**src/rtl/data_mem_ctrl_pkg.sv**
```systemverilog
// rtl/data_mem_ctrl_pkg.sv - shared types, lane masks and helpers for the data memory controller
package data_mem_ctrl_pkg;

  // CPU access width encoding; the unused code 2'd3 behaves as DWORD
  typedef enum logic [1:0] {
    W_BYTE  = 2'd0,
    W_WORD  = 2'd1,
    W_DWORD = 2'd2
  } width_t;

  typedef enum logic [2:0] {
    IDLE,
    RD_WAIT,
    RD_CAP,
    WR,
    ERR,
    RD_HI,
    WR_HI
  } ctrl_state_t;

  localparam logic [3:0] BYTE_MASK  = 4'b0001;
  localparam logic [3:0] WORD_MASK  = 4'b0011;
  localparam logic [3:0] DWORD_MASK = 4'b1111;

  // Unshifted byte-lane mask for an access width
  function automatic logic [3:0] lane_mask(input logic [1:0] width);
    case (width)
      W_BYTE:  lane_mask = BYTE_MASK;
      W_WORD:  lane_mask = WORD_MASK;
      default: lane_mask = DWORD_MASK;
    endcase
  endfunction

endpackage

```
**src/rtl/data_mem_ctrl_lanes.sv**
```systemverilog
// rtl/data_mem_ctrl_lanes.sv - width/offset to byte enables, store shift, load extract and merge
module data_mem_lanes
  import data_mem_ctrl_pkg::*;
(
  input  logic [1:0]  width,
  input  logic [1:0]  offset,
  input  logic [31:0] store_data,
  input  logic [31:0] load_lo,
  input  logic [31:0] load_hi,
  output logic [3:0]  be_lo,
  output logic [3:0]  be_hi,
  output logic [31:0] din_lo,
  output logic [31:0] din_hi,
  output logic [31:0] load_data,
  output logic        crosses
);

  logic [3:0]  lanes;
  logic [7:0]  be_wide;
  logic [63:0] din_wide;
  logic [31:0] data_mask;

  // Work on a two-word window so boundary-crossing accesses fall out of the same shift
  always_comb begin
    lanes     = lane_mask(width);
    be_wide   = {4'b0000, lanes} << offset;
    din_wide  = {32'd0, store_data} << {offset, 3'b000};
    data_mask = {{8{lanes[3]}}, {8{lanes[2]}}, {8{lanes[1]}}, {8{lanes[0]}}};
    be_lo     = be_wide[3:0];
    be_hi     = be_wide[7:4];
    din_lo    = din_wide[31:0];
    din_hi    = din_wide[63:32];
    load_data = 32'({load_hi, load_lo} >> {offset, 3'b000}) & data_mask;
    crosses   = |be_wide[7:4];
  end

endmodule

```
**src/rtl/data_mem_ctrl.sv**
```systemverilog
// rtl/data_mem_ctrl.sv - CPU data-bus slave driving a byte-enabled BRAM; DATA_MEM_SPLIT_EN enables word-crossing accesses
module data_mem_ctrl
  import data_mem_ctrl_pkg::*;
#(
  parameter int  DEPTH        = 4096,
  parameter int  READ_LATENCY = 2,
  localparam int ADDR_W       = $clog2(DEPTH)
) (
  input  logic              clk_in,
  input  logic              rst_n_in,
  input  logic              dispatch_read,
  input  logic              dispatch_write,
  input  logic [31:0]       addr,
  input  logic [1:0]        mem_width,
  input  logic [31:0]       write_data,
  output logic [31:0]       read_data,
  output logic              busy,
  output logic              misalign_err,
  output logic [ADDR_W-1:0] bram_addr,
  output logic [3:0]        bram_we,
  output logic [31:0]       bram_din,
  input  logic [31:0]       bram_dout
);

  localparam logic [2:0] LAT_LAST = 3'(READ_LATENCY - 1);

  ctrl_state_t       state_q, state_d;
  logic [2:0]        lat_cnt_q, lat_cnt_d;
  logic [31:0]       read_data_q, read_data_d;
  logic [ADDR_W-1:0] bram_addr_q, bram_addr_d;
  logic [3:0]        bram_we_q, bram_we_d;
  logic [31:0]       bram_din_q, bram_din_d;
  logic              misalign_err_q, misalign_err_d;
  logic [1:0]        off_q, off_d, width_q, width_d;

  logic        idle, req_rd, req_wr, out_of_range, reject, crosses;
  logic [1:0]  ln_width, ln_off;
  logic [3:0]  be_lo, be_hi;
  logic [31:0] din_lo, din_hi, ld_lo, ld_hi, load_data;

`ifdef DATA_MEM_SPLIT_EN
  logic        split_q, split_d, hi_q, hi_d;
  logic [31:0] lo_q, lo_d, hi_din_q, hi_din_d;
  logic [3:0]  hi_we_q, hi_we_d;
`else
  logic aligned;
  logic unused_hi;
`endif

  assign idle         = (state_q == IDLE);
  assign req_wr       = dispatch_write;
  assign req_rd       = dispatch_read & ~dispatch_write;
  assign busy         = dispatch_read | dispatch_write | ~idle;
  assign ln_width     = idle ? mem_width : width_q;
  assign ln_off       = idle ? addr[1:0] : off_q;
  assign out_of_range = addr[31:2] >= 30'(DEPTH);

`ifdef DATA_MEM_SPLIT_EN
  assign ld_lo  = split_q ? lo_q : bram_dout;
  assign ld_hi  = split_q ? bram_dout : 32'd0;
  assign reject = out_of_range | (crosses & (addr[31:2] >= 30'(DEPTH - 1)));
`else
  // Natural alignment: halfwords on even bytes, words on word boundaries
  always_comb begin
    case (mem_width)
      W_BYTE:  aligned = 1'b1;
      W_WORD:  aligned = ~addr[0];
      default: aligned = (addr[1:0] == 2'b00);
    endcase
  end
  assign ld_lo     = bram_dout;
  assign ld_hi     = 32'd0;
  assign reject    = out_of_range | ~aligned;
  assign unused_hi = ^{be_hi, din_hi, crosses};
`endif

  data_mem_lanes u_lanes (
    .width      (ln_width),
    .offset     (ln_off),
    .store_data (write_data),
    .load_lo    (ld_lo),
    .load_hi    (ld_hi),
    .be_lo      (be_lo),
    .be_hi      (be_hi),
    .din_lo     (din_lo),
    .din_hi     (din_hi),
    .load_data  (load_data),
    .crosses    (crosses)
  );

  // Next-state and registered-output logic; write enables and the error flag are single-cycle pulses
  always_comb begin
    state_d        = state_q;
    lat_cnt_d      = lat_cnt_q;
    read_data_d    = read_data_q;
    bram_addr_d    = bram_addr_q;
    bram_we_d      = 4'b0000;
    bram_din_d     = bram_din_q;
    misalign_err_d = 1'b0;
    off_d          = off_q;
    width_d        = width_q;
`ifdef DATA_MEM_SPLIT_EN
    split_d        = split_q;
    hi_d           = hi_q;
    lo_d           = lo_q;
    hi_din_d       = hi_din_q;
    hi_we_d        = hi_we_q;
`endif
    case (state_q)
      IDLE: begin
        if (req_wr || req_rd) begin
          off_d   = addr[1:0];
          width_d = mem_width;
          if (reject) begin
            state_d        = ERR;
            misalign_err_d = 1'b1;
            if (req_rd) read_data_d = 32'd0;
          end else begin
            bram_addr_d = addr[ADDR_W+1:2];
`ifdef DATA_MEM_SPLIT_EN
            split_d  = crosses;
            hi_d     = 1'b0;
            hi_we_d  = be_hi;
            hi_din_d = din_hi;
`endif
            if (req_wr) begin
              state_d    = WR;
              bram_we_d  = be_lo;
              bram_din_d = din_lo;
            end else begin
              state_d   = RD_WAIT;
              lat_cnt_d = 3'd0;
            end
          end
        end
      end
      RD_WAIT, RD_HI: begin
        if (lat_cnt_q == LAT_LAST) state_d = RD_CAP;
        else lat_cnt_d = lat_cnt_q + 3'd1;
      end
      RD_CAP: begin
`ifdef DATA_MEM_SPLIT_EN
        if (split_q && !hi_q) begin
          lo_d        = bram_dout;
          hi_d        = 1'b1;
          bram_addr_d = bram_addr_q + ADDR_W'(1);
          lat_cnt_d   = 3'd0;
          state_d     = RD_HI;
        end else begin
          read_data_d = load_data;
          state_d     = IDLE;
        end
`else
        read_data_d = load_data;
        state_d     = IDLE;
`endif
      end
      WR: begin
`ifdef DATA_MEM_SPLIT_EN
        if (split_q) begin
          bram_we_d   = hi_we_q;
          bram_din_d  = hi_din_q;
          bram_addr_d = bram_addr_q + ADDR_W'(1);
          state_d     = WR_HI;
        end else begin
          state_d = IDLE;
        end
`else
        state_d = IDLE;
`endif
      end
      ERR, WR_HI: state_d = IDLE;
      default:    state_d = IDLE;
    endcase
  end

  // State and output registers; reset aborts any access in flight
  always_ff @(posedge clk_in or negedge rst_n_in) begin
    if (!rst_n_in) begin
      state_q        <= IDLE;
      lat_cnt_q      <= 3'd0;
      read_data_q    <= 32'd0;
      bram_addr_q    <= '0;
      bram_we_q      <= 4'b0000;
      bram_din_q     <= 32'd0;
      misalign_err_q <= 1'b0;
      off_q          <= 2'd0;
      width_q        <= 2'd0;
`ifdef DATA_MEM_SPLIT_EN
      split_q        <= 1'b0;
      hi_q           <= 1'b0;
      lo_q           <= 32'd0;
      hi_din_q       <= 32'd0;
      hi_we_q        <= 4'b0000;
`endif
    end else begin
      state_q        <= state_d;
      lat_cnt_q      <= lat_cnt_d;
      read_data_q    <= read_data_d;
      bram_addr_q    <= bram_addr_d;
      bram_we_q      <= bram_we_d;
      bram_din_q     <= bram_din_d;
      misalign_err_q <= misalign_err_d;
      off_q          <= off_d;
      width_q        <= width_d;
`ifdef DATA_MEM_SPLIT_EN
      split_q        <= split_d;
      hi_q           <= hi_d;
      lo_q           <= lo_d;
      hi_din_q       <= hi_din_d;
      hi_we_q        <= hi_we_d;
`endif
    end
  end

  assign read_data    = read_data_q;
  assign bram_addr    = bram_addr_q;
  assign bram_we      = bram_we_q;
  assign bram_din     = bram_din_q;
  assign misalign_err = misalign_err_q;

endmodule
```
**config.mk**
```make
export PLATFORM = sky130hd
export DESIGN_NAME = data_mem_ctrl
export DESIGN_NICKNAME = d
export VERILOG_FILES = /design/src/rtl/data_mem_ctrl_pkg.sv /design/src/rtl/data_mem_ctrl_lanes.sv /design/src/rtl/data_mem_ctrl.sv
export SDC_FILE = /design/constraint.sdc
export NUM_CORES = 1
export LEC_CHECK = 0
export CAP_MARGIN = 30
export CELL_PAD_IN_SITES_DETAIL_PLACEMENT = 2
export CELL_PAD_IN_SITES_GLOBAL_PLACEMENT = 2
export CORE_MARGIN = 5
export CORE_UTILIZATION = 25
export CTS_BUF_LIST = sky130_fd_sc_hd__clkbuf_16
export CTS_CLUSTER_SIZE = 30
export DETAILED_ROUTE_END_ITERATION = 10
export PLACE_DENSITY = 0.77
export SETUP_SLACK_MARGIN = 0.5
export SLEW_MARGIN = 0
export SYNTH_ARGS = -nofsm -noshare
export SYNTH_HDL_FRONTEND = slang
export SYNTH_SLANG_ARGS = --single-unit
```
**constraint.sdc**
```tcl
create_clock -name clk_in -period 2.4 [get_ports clk_in]
set_clock_uncertainty 0.05 [all_clocks]
set_input_delay 0.48 -clock clk_in [delete_from_list [all_inputs] [get_ports clk_in]]
set_output_delay 0.48 -clock clk_in [all_outputs]
set_load 0.05 [all_outputs]
```
# Yosys cells after proc, flatten, opt, wreduce, memory -nomap -nowiden
# Cells that the tools add are included.
# totals
reg_bits	91
elab_cells	76
# classes
eq_ne	13
bitwise_logic	10
reduce_logical	14
muxes	25
n_addsub	1
n_shift	3
n_lt_le_gt_ge	1
# ops
cell	n
two-way mux 32 bit	3
case mux 32 bit (2 select lines)	1
AND 32 bit	1
left shift 32 x 5 -> 32 bit	1
>> shifter 32 x 5 -> 32 bit	1
greater-or-equal comparator 30 x 13 -> 1 bit, second input constant	1
two-way mux 3 bit	7
two-way mux 4 bit	4
case mux 3 bit (2 select lines)	2
inequality test 2 bit, second input constant	4
case mux 4 bit (2 select lines)	1
AND reduction 4 bit	2
equality test 3 x 1 -> 1 bit, second input constant	2
zero test 2 bit	3
two-way mux 2 bit	3
inequality test 2 x 1 -> 1 bit, second input constant	3
NOT 1 bit	5
AND reduction 5 bit	1
equality test 2 x 1 -> 1 bit, second input constant	2
AND reduction 2 bit	2
nonzero test 2 bit	2
left shift 4 x 2 -> 4 bit	1
adder 3 x 1 -> 3 bit, second input constant	1
equality test 3 x 2 -> 1 bit, second input constant	1
9 further kinds	13

# Logic depth before layout (Yosys ltp)
# depth
word_depth	9
ltp_mapped	8
mapped_depth_nobuf	6

# Hierarchy
# A second synthesis with hierarchy kept.
# hier_totals
cells_unflattened	514
hier_area_um2	5327.6
# modules_own_cells
mod	area_per_inst_um2	instances	cells_per_inst	seq_area_each_um2
data_mem_ctrl	3652.3	1	302	2277.2
data_mem_lanes	1675.4	1	212	0.0

# Worst setup path before layout
# Ideal clock, no wire load.
# synth_timing
path_type	input to register
from	in addr[14]
to	reg bram_addr_q[10], in the netlist bram_addr[10]
arrival_time_ns	2.289
path_buffers	1
stages	6
path_slack_ns	-0.064
setup_ns	0.125
cell_sequence	or4_4 > a2111oi_4 > nand2_2 > nor3_4 > buf_6 > mux2_2
# synth_via
elab_chain_cells	4
# synth_lines
element	line	source
start, declared	data_mem_ctrl.sv:13	input logic [31:0] addr,
greater-or-equal comparator 30 x 13 -> 1 bit	data_mem_ctrl.sv:56	assign out_of_range = addr[31:2] >= 30'(DEPTH);
OR 1 bit	data_mem_ctrl.sv:73	assign reject = out_of_range | ~aligned;
NOT 1 bit (no source line)	n/a	
AND reduction 3 bit (no source line)	n/a	
end signal, assigned	data_mem_ctrl.sv:200	bram_addr_q <= bram_addr_d;
end, declared	data_mem_ctrl.sv:30	logic [ADDR_W-1:0] bram_addr_q, bram_addr_d;
# Every way passes these cells.
# A chain may end at the register's enable or synchronous reset.

# Final worst setup path
# layout_timing
from	reg state_q[1]
to	reg bram_din_q[31], in the netlist bram_din[31]
# layout_via
elab_chain_cells	3
elab_cells_between_ends	4
classes_between	1 x shift; 1 x mux; 2 x reduce/logical
# layout_lines
element	line	source
start, declared	data_mem_ctrl.sv:27	ctrl_state_t state_q, state_d;
start signal, assigned	data_mem_ctrl.sv:197	state_q <= state_d;
zero test 3 bit (*)	data_mem_ctrl.sv:50, data_mem_ctrl.sv:109	
two-way mux 2 bit	data_mem_ctrl.sv:55	assign ln_off = idle ? addr[1:0] : off_q;
left shift 32 x 5 -> 32 bit	data_mem_ctrl_lanes.sv:27	din_wide = {32'd0, store_data} << {offset, 3'b000};
end signal, assigned	data_mem_ctrl.sv:202	bram_din_q <= bram_din_d;
end, declared	data_mem_ctrl.sv:32	logic [31:0] bram_din_q, bram_din_d;
# Mark *: on every way between the ends. The rest lies on a longest branch, timed or not.

==> summary.md <==
| Metric | Value |
|---|---|
| Die X | 143 microns |
| All-Layer GR Usage | 20.4% |
| Fillers | 1713 |
| IO Pins | 184 |
| Worst r2r path cells | 6 |
| Final number of hold-violating endpoints | 0 |
| Setup slack, reg-to-reg | 0.13 ns |
| Final Slew Violations | 0 |
| Hold_ws | 0.00604 ns |
| Vias post-DR | 4616 |
| Synth Cell Area | 4390 sq um |
| Data required time of the worst path | 2.60 ns |
| First-pass GRT wire length | 31300 microns |
| #FFs+latches synth | 91 |
| DR iter-0 viols | 173 |
| Max Cap Viol | 0 |
| Data arrival, critical path | 2.47 ns |
| Final setup fails | 0 |
| Syn nets | 530 |
| GR Util met2 | 37.4% |
| Outcome | completed |
| Mean Syn Cell Area | 10.3 sq um |
| Grt met3 use | 2.92% |
| Initial antenna violation count | 1 |
| Via density | 5.12 |
| Crit end category | register |
| Remaining antenna violation count | 0 |
| Cell breakdown of the critical path | or4b_4, nand2_8, buf_16, mux2i_1, a221oi_2, a21o_1 |
| Ys flop type | dfrtp_1 |
| Critical-path top delay cell | or4b_4 |
| Hold Buf Count CTS | 0 |
| Area of the core | 17300 sq um |
| GRT met1 Usage | 24.8% |
| Minimum clock period | 2.27 ns |
| DRT Pass-1 Iters | 4 |
| Placed cells | 845 |
| I/O Buffers | 183 |
| Worst-path clk slew | 0.08 ns |
| Largest net degree at the start of global routing | 39 |
| PD cells | 507 nW/um^2 |
| WL final | 23000 microns |
| Sequential area share after synthesis | 51.8% |
| Root Driver | clkbuf_16 |
| Num rows | 48 |
| Initial Util | 25.4% |
| Clk sinks | 91 |
| Synth async-reset ratio | 100% |
| Startpoint Class | register |
| Die area | 20300 sq um |
| Die height | 143 microns |
| Reg2Reg Capture Point | bram_din[31]$_DFFE_PN0P_ |
| Remaining DRCs | 0 |
| Share of post-route cells with drive strength above 1 | 36.3% |
| Most Crowded Layer GR | met2 |
| Core Util, Final | 49.0% |
| CTS Buf Count | 9 |
| Max stage delay on crit path | 0.62 ns |
| Total gr overflow | 0 |
| Worst slew pin tran | 0.560 ns |
| CP Capture Point | bram_din[31]$_DFFE_PN0P_ |
| Max VDD drop | 334 uV |
| Total power | 0.00429 W |
| Achievable Freq | 0.441 GHz |
| Final net count | 774 |
| CTS H-tree lvls | 3 |
| Synth cell types | 42 |
| Crit path kind | reg2reg |
| Crit path max fanout | 7 |
| RSZ-0062 raised after global routing | true |
| Max_slew headroom | 62.8% |
| GPL Wtd Cong | 0.805 |
| Post-DR wirelength/cell | 25.5 microns |
| Area Growth Syn to Fin | 92.8% |
| Final period util | 94.5% |
| Worst min-delay path category | in2async |
| CP startpoint | state_q[1]$_DFFE_PN0P_ |
| Final HPWL DP | 14400 microns |
| Fin cells | 902 |
| EDFF count, synth | 0 |
| FF-to-FF Start | state_q[1]$_DFFE_PN0P_ |
| Synth Warn # | 0 |
| Mapped Cells | 426 |
| CTS tree | yes |
| LEAKAGE | 4.20 nW |
| Clk buf depth | 2 |
| Worst skew pair latency | 0.36 ns |
| Vias in the first global route | 5122 |
## worst max-delay path: cells and delay by family, from the launching register on
family / cells / cell delay, ns
buffers and inverters: 1 / 0.13
and+or+nand+nor: 2 / 0.73
muxes: 1 / 0.44
DFF: 1 / 0.46
AOI/OAI and AO/OA: 2 / 0.33
## layer usage
metal | part of all wire [%] | wire length (microns)
met2 | 54 | 12500
met3 | 3.1 | 707
met5 | 0 | 0
met4 | 3.1 | 701
met1 | 40 | 9100
## where the power goes
group | switching (W) | total, W | internal (W)
Clock | 0.000741 | 0.00149 | 0.000747
Sequential | 0.0000434 | 0.00160 | 0.00156
Combinational | 0.000630 | 0.00121 | 0.000575
Total | 0.00141 | 0.00429 | 0.00288
## what timing repair did
| item | in CTS | in global routing |
|---|---|---|
| pin swaps | 38 | 41 |
| resized for setup | 201 | 82 |
| setup endpoints to repair | 173 | 92 |
| cloned | 9 | 3 |
| buffers inserted | 11 | 16 |
## cells in the final DEF, fill, tap and decap left out, types with 8 or more instances in the layout
| cell type | n |
|---|---|
| clkdlybuf4s50_1 | 89 |
| nand2_1 | 59 |
| nand3_2 | 8 |
| clkbuf_16 | 11 |
| a221oi_2 | 10 |
| a21oi_1 | 19 |
| nor2_1 | 16 |
| a221o_1 | 8 |
| dlygate4sd2_1 | 83 |
| buf_16 | 8 |
| buf_4 | 38 |
| mux2_4 | 20 |
| nand2_4 | 15 |
| a22o_1 | 9 |
| buf_6 | 17 |
| buf_12 | 15 |
| a21o_1 | 17 |
| dfrtp_1 | 88 |
| nand2_2 | 17 |
## synth_stat cells (all sizes together) (8+ instances only)
| master | number | area share (%) |
|---|---|---|
| a311oi | 9 | 1.8 |
| a21o | 17 | 2.9 |
| nand3 | 9 | 1.1 |
| dfrtp | 91 | 52 |
| mux2i | 11 | 2.5 |
| a221o | 8 | 1.8 |
| clkbuf | 18 | 1.6 |
| nand2 | 93 | 8.0 |
| a21oi | 29 | 3.4 |
| o31ai | 9 | 1.5 |
| a22o | 9 | 1.8 |
| a221oi | 16 | 3.2 |
| nor2 | 21 | 1.8 |
| mux2 | 26 | 6.7 |
| buf | 14 | 1.7 |
| a32o | 8 | 1.8 |
## registers in the layout (all words and copies together) (netlist names)
signal        cells
bram_addr        12
bram_din         32
bram_we           4
lat_cnt_q         3
misalign_err      1
off_q             2
read_data        32
state_q           3
width_q           2
## through the flow
stage	cell area, sq um	worst slack, ns	setup TNS (ns)
global route	8470	0.113	0
floorplan	4650	0.0826	0
CTS	7860	0.203	0
global placement	6940	-0.322	-16.88
detailed placement	6940	-0.446	-27.28
finish	8470	0.131	0
## cell families (layout without fill, tap and decap cells)
family                   count (synthesis)  after routing  share of synthesized area, %
adder cells (fa/ha/maj)                  2              2                         0.570
flip-flops                              91             91                          51.8
other                                    0              2                             0
AO/OA/AOI/OAI                          113            113                          20.0
multiplexers                            37             38                          9.17
AND/OR/NAND/NOR                        149            150                          15.0
buffers and inverters                   34            281                          3.39
## final cells by class
| class | count | area, sq um | share of cell area, % |
|---|---|---|---|
| sequential | 91 | 2280 | 26.9 |
| multi-input combinational | 303 | 2800 | 33.1 |
| inverter | 2 | 7.51 | 0.0886 |
| clock buffer | 9 | 225 | 2.66 |
| antenna | 2 | 5.00 | 0.0591 |
| timing repair buffer | 263 | 2790 | 33.0 |
| clock inverter | 7 | 76.3 | 0.901 |
| tap | 225 | 282 | 3.32 |
## worst min path at each step
| stage | startpoint | end | cells after the start | slack (ns) |
|---|---|---|---|---|
| floorplan | rst_n_in | bram_addr[0]$_DFFE_PN0P_ | 0 | 0.13 |
| global placement | rst_n_in | bram_addr[9]$_DFFE_PN0P_ | 1 | 0.40 |
| detailed placement | rst_n_in | bram_addr[4]$_DFFE_PN0P_ | 1 | 0.40 |
| CTS | rst_n_in | bram_addr[4]$_DFFE_PN0P_ | 1 | 0.01 |
| global route | rst_n_in | bram_addr[11]$_DFFE_PN0P_ | 1 | 0.02 |
| finish | rst_n_in | bram_addr[1]$_DFFE_PN0P_ | 1 | 0.006 |
(Power assumes the default switching activity.)
